--- src/rtl/alu_share_arbiter.sv ---
// Round-robin time-share of one combinational ALU between the execute stage (port 0)
// and the PC/address sequencer (port 1); one op in flight, registered result returned.
module alu_share_arbiter #(
  parameter int WIDTH = 32
) (
  input  logic             clk,
  input  logic             rst_n,
  input  logic             req0_valid,
  output logic             req0_ready,
  input  logic [2:0]       req0_op,
  input  logic [WIDTH-1:0] req0_a,
  input  logic [WIDTH-1:0] req0_b,
  output logic             rsp0_valid,
  input  logic             rsp0_ready,
  input  logic             req1_valid,
  output logic             req1_ready,
  input  logic [2:0]       req1_op,
  input  logic [WIDTH-1:0] req1_a,
  input  logic [WIDTH-1:0] req1_b,
  output logic             rsp1_valid,
  input  logic             rsp1_ready,
  output logic [WIDTH-1:0] rsp_result,
  output logic             rsp_zero,
  output logic [WIDTH-1:0] alu_a_in,
  output logic [WIDTH-1:0] alu_b_in,
  output logic [2:0]       alu_control,
  input  logic [WIDTH-1:0] alu_result,
  input  logic             alu_z,
  output logic [1:0]       dbg_state_o
);

  typedef enum logic [1:0] {
    IDLE = 2'd0,
    EXEC = 2'd1,
    RESP = 2'd2
  } state_e;

  state_e           state_q, state_d;
  logic             owner_q, owner_d;
  logic             last_grant_q, last_grant_d;
  logic [2:0]       op_q, op_d;
  logic [WIDTH-1:0] a_q, a_d;
  logic [WIDTH-1:0] b_q, b_d;
  logic [WIDTH-1:0] result_q, result_d;
  logic             zero_q, zero_d;
  logic             rsp0_valid_q, rsp0_valid_d;
  logic             rsp1_valid_q, rsp1_valid_d;
  logic             grant1;
  logic             accept;
  logic             owner_rsp_ready;

  // Handshakes: a transfer happens on a rising edge where valid & ready are both 1.
  // req ready depends combinationally on valid (arbitration), never the reverse.
  always_comb begin
    grant1 = 1'b0;
    if (req0_valid && req1_valid) begin
      grant1 = ~last_grant_q;
    end else begin
      grant1 = req1_valid;
    end
  end

  assign req0_ready      = (state_q == IDLE) && req0_valid && !grant1;
  assign req1_ready      = (state_q == IDLE) && req1_valid && grant1;
  assign accept          = req0_ready || req1_ready;
  assign owner_rsp_ready = owner_q ? rsp1_ready : rsp0_ready;

  always_comb begin
    state_d      = state_q;
    owner_d      = owner_q;
    last_grant_d = last_grant_q;
    op_d         = op_q;
    a_d          = a_q;
    b_d          = b_q;
    result_d     = result_q;
    zero_d       = zero_q;
    rsp0_valid_d = rsp0_valid_q;
    rsp1_valid_d = rsp1_valid_q;
    case (state_q)
      IDLE: begin
        if (accept) begin
          op_d         = grant1 ? req1_op : req0_op;
          a_d          = grant1 ? req1_a  : req0_a;
          b_d          = grant1 ? req1_b  : req0_b;
          owner_d      = grant1;
          last_grant_d = grant1;
          state_d      = EXEC;
        end
      end
      EXEC: begin
        result_d = alu_result;
        zero_d   = alu_z;
        if (owner_q) begin
          rsp1_valid_d = 1'b1;
        end else begin
          rsp0_valid_d = 1'b1;
        end
        state_d = RESP;
      end
      RESP: begin
        if (owner_rsp_ready) begin
          rsp0_valid_d = 1'b0;
          rsp1_valid_d = 1'b0;
          state_d      = IDLE;
        end
      end
      default: begin
        state_d = IDLE;
      end
    endcase
  end

  // last_grant resets to 1 so port 0 wins the first contended arbitration.
  always_ff @(posedge clk or negedge rst_n) begin
    if (!rst_n) begin
      state_q      <= IDLE;
      owner_q      <= 1'b0;
      last_grant_q <= 1'b1;
      op_q         <= '0;
      a_q          <= '0;
      b_q          <= '0;
      result_q     <= '0;
      zero_q       <= 1'b0;
      rsp0_valid_q <= 1'b0;
      rsp1_valid_q <= 1'b0;
    end else begin
      state_q      <= state_d;
      owner_q      <= owner_d;
      last_grant_q <= last_grant_d;
      op_q         <= op_d;
      a_q          <= a_d;
      b_q          <= b_d;
      result_q     <= result_d;
      zero_q       <= zero_d;
      rsp0_valid_q <= rsp0_valid_d;
      rsp1_valid_q <= rsp1_valid_d;
    end
  end

  assign alu_a_in    = a_q;
  assign alu_b_in    = b_q;
  assign alu_control = op_q;
  assign rsp_result  = result_q;
  assign rsp_zero    = zero_q;
  assign rsp0_valid  = rsp0_valid_q;
  assign rsp1_valid  = rsp1_valid_q;
  assign dbg_state_o = state_q;

endmodule
--- config.mk ---
export PLATFORM = sky130hd
export DESIGN_NAME = alu_share_arbiter
export DESIGN_NICKNAME = d
export VERILOG_FILES = /design/src/rtl/alu_share_arbiter.sv
export SDC_FILE = /design/constraint.sdc
export NUM_CORES = 1
export LEC_CHECK = 0
export CORE_ASPECT_RATIO = 0.8
export CORE_MARGIN = 5
export CORE_UTILIZATION = 39
export CTS_BUF_LIST = sky130_fd_sc_hd__clkbuf_8
export DETAILED_ROUTE_END_ITERATION = 10
export PLACE_DENSITY = 0.86
export SLEW_MARGIN = 20
export SYNTH_ARGS = -nofsm -noshare
export SYNTH_HDL_FRONTEND = slang
export SYNTH_SLANG_ARGS = --single-unit
export TNS_END_PERCENT = 1
--- constraint.sdc ---
create_clock -name clk -period 2.2 [get_ports clk]
set_input_delay 0.44 -clock clk [delete_from_list [all_inputs] [get_ports clk]]
set_output_delay 0.44 -clock clk [all_outputs]
set_load 0.02 [all_outputs]
==> results.sh <==
export IMPL_syn_area_um2=4850
export IMPL_dp_hpwl_um=11200
export IMPL_root_buffer="clkbuf_8"
export IMPL_critPathKind="input port to output port"
export IMPL_power_density_nw_per_um2=1360
export IMPL_cp_depth=5
export IMPL_htree_levels=3
export IMPL_crit_family="buffers and inverters"
export IMPL_setup_violations=0
export IMPL_ys_warn_count=0
export IMPL_postLayoutCoreUtil_pct=66.5
export IMPL_crit_path_max_fanout=4
export IMPL_cp_end_kind="output port"
export IMPL_post_drt_wl_per_cell_um=18.6
export IMPL_path_cells="clkdlybuf4s50_1 -> buf_4 -> a21bo_4 -> nor3_2 -> clkdlybuf4s15_2"
export IMPL_final_common_cell="clkdlybuf4s50_1"
export IMPL_r2r_start="last_grant_q"
export IMPL_port_buffers=278
export IMPL_synth_simple_gate_area_share_pct=0.980
export IMPL_reg2reg_depth=5
export IMPL_final_area_um2=8090
export IMPL_muxShareOfSynthArea_pct=40.2
export IMPL_postRouteAntennaNets=0
export IMPL_grt_start_max_net_pins=54
export IMPL_grt_ovfl_total=0
export IMPL_clock_fmax_ghz=0.465
export IMPL_detail_route_first_pass_iterations=4
export IMPL_drtIter0Drc=115
export IMPL_avgSynthCellArea_um2=15.5
export IMPL_grt_setup_unrepaired="false"
export IMPL_final_nets=770
export IMPL_ys_seq_elements=106
export IMPL_final_setup_skew_ns=0.00709
export IMPL_hold_viol=0
export IMPL_placed_cell_area_um2=7890
export IMPL_core_area_um2=12200
export IMPL_cp_required_ns=1.76
export IMPL_final_cell_mix="clkdlybuf4s50_1 (275), mux2_2 (152), dfrtp_1 (105), mux2_4 (16), buf_4 (11)"
export IMPL_grt_total_usage_pct=18.6
export IMPL_clock_sinks=106
export IMPL_wl_um=14000
export IMPL_seq_area_frac_synth_pct=54.7
export IMPL_dpl_cell_count=738
export IMPL_synth_nets=486
export IMPL_period_minus_slack_ns=2.15
export IMPL_die_area_um2=14800
export IMPL_synth_top_family_by_area="multiplexers"
export IMPL_start_util_pct=39.9
export IMPL_die_w_um=135
export IMPL_cts_buffers_inserted=9
export IMPL_crit_arrival_ns=1.71
export IMPL_p_leak_nw=3.31
export IMPL_tightest_slew_ns=0.595
export IMPL_timing_rr_end="alu_a_in[1]"
export IMPL_ys_types=21
export IMPL_clk_latency_ns=0.38
export IMPL_cp_slowest_cell="clkdlybuf4s50_1"
export IMPL_gp_congestion=0.811
export IMPL_via_count=3635
export IMPL_pin_count=279
export IMPL_synth_xor_area_share_pct=0
export IMPL_min_path_type="input port to asynchronous set/reset pin"
export IMPL_total_power_mw=11.0
export IMPL_antenna_cells=0
export IMPL_synth_compound_area_share_pct=1.44
export IMPL_area_growth_syn_to_layout_pct=66.9
export IMPL_cp_start_kind="input port"
export IMPL_clock_path_buffers=2
export IMPL_outcome="complete, no violations"
export IMPL_grt_pass1_wl_um=21300
export IMPL_path_clk_slew_ns=0.10
export IMPL_rows=36
export IMPL_dieHeight_um=110
export IMPL_cts_tree="yes"
export IMPL_via_per_inst=4.82
export IMPL_maxSlewHeadroom_pct=60.3
export IMPL_drive_gt1_share_pct=34.6
export IMPL_synth_adder_area_share_pct=0
export IMPL_antenna_found_initial=0
export IMPL_fin_cells=754
export IMPL_cp_buffers_inverters=3
export IMPL_rrSetupSlack_ns=0.29
export IMPL_slowest_delay_ns=0.43
export IMPL_netlist_instances=313
export IMPL_slew_violations=0
export IMPL_drc=0
export IMPL_cap_violations=0
export IMPL_vdd_ir_drop_worst_v=0.000815
export IMPL_fin_crit_sh_pct=97.7
export IMPL_first_global_vias=3978
==> cells by family (layout without fill, tap and decap cells) <==
kind of cell    Yosys count  count (layout)
flops                   106             106
mux                     168             168
simple gates              9               9
buf+inv                  21             310
compound gates            9               9
==> cells in the mapped netlist <==
cell type    n  area share (%)
a21bo_1      1            0.21
a21o_1       2            0.31
a22o_1       2            0.36
buf_2       14             1.4
buf_4        2            0.31
buf_6        3            0.70
clkbuf_1     1           0.077
dfrtp_1    105              54
dfstp_2      1            0.54
inv_1        1           0.077
mux2_2     152              35
mux2_4      16             5.0
nand2_1      3            0.23
nand2b_1     1            0.13
nor2_1       1           0.077
nor2b_1      2            0.26
nor3_1       1            0.10
o21a_1       1            0.15
o21ai_0      1            0.10
o21bai_1     2            0.31
or3b_2       1            0.18
==> registers in the layout (all words and copies together), names as in the netlist <==
name          count
last_grant_q      1
rsp_zero          1
rsp_result       32
alu_b_in         32
owner_q           1
dbg_state_o       2
rsp0_valid        1
alu_a_in         32
rsp1_valid        1
alu_control       3
==> stage by stage <==
step | worst slack [ns] | setup TNS (ns) | hold WS (ns)
2_1_floorplan | 0.229 | 0 | 0.144
5_1_grt | 0.00588 | 0 | 0.0750
3_5_place_dp | -0.378 | -10.35 | 0.489
3_3_place_gp | -0.368 | -6.37 | 0.470
6_report | 0.0497 | 0 | 0.0476
4_1_cts | 0.0474 | 0 | 0.0509
==> worst register-to-register path, delay by kind of cell (launching register included) <==
family | cells | cell delay (ns)
buf+inv | 2 | 0.42
flops | 1 | 0.57
compound gates | 1 | 0.15
mux | 2 | 0.66
==> worst max path at each step <==
stage                       to       start  slack (ns)
finish              req1_ready  req0_valid        0.05
global placement    req0_ready  req0_valid       -0.37
detailed placement  req1_ready  req0_valid       -0.38
floorplan           req1_ready  req1_valid        0.23
global route        req0_ready  req0_valid       0.006
CTS                 req1_ready  req0_valid        0.05
==> routing by layer <==
metal,GRT usage (%),routed length (µm)
met5,0,0
met2,34.2,7360
met4,6.03,272
met1,19.7,4960
met3,7.18,1430
==> repair_timing <==
item / 4_1_cts / 5_1_grt
hold buffers: 0 / 0
endpoints found under the setup margin: 2 / 0
endpoints found under the hold margin: 0 / 0
buffers inserted: 0 / 0
resized for setup: 9 / 0
==> final cells by class <==
cell class | count | area, µm²
clock buffer | 10 | 138
sequential | 106 | 2650
clock inverter | 6 | 65.1
timing repair buffer | 293 | 2950
multi-input combinational | 186 | 2090
inverter | 1 | 3.75
fill | 859 | 4070
tap | 152 | 190
==> power breakdown <==
group          internal, mW  switching (mW)
clock                 0.559           0.674
combinational          3.50            2.78
sequential             2.97           0.540
(Power assumes the default switching activity.)
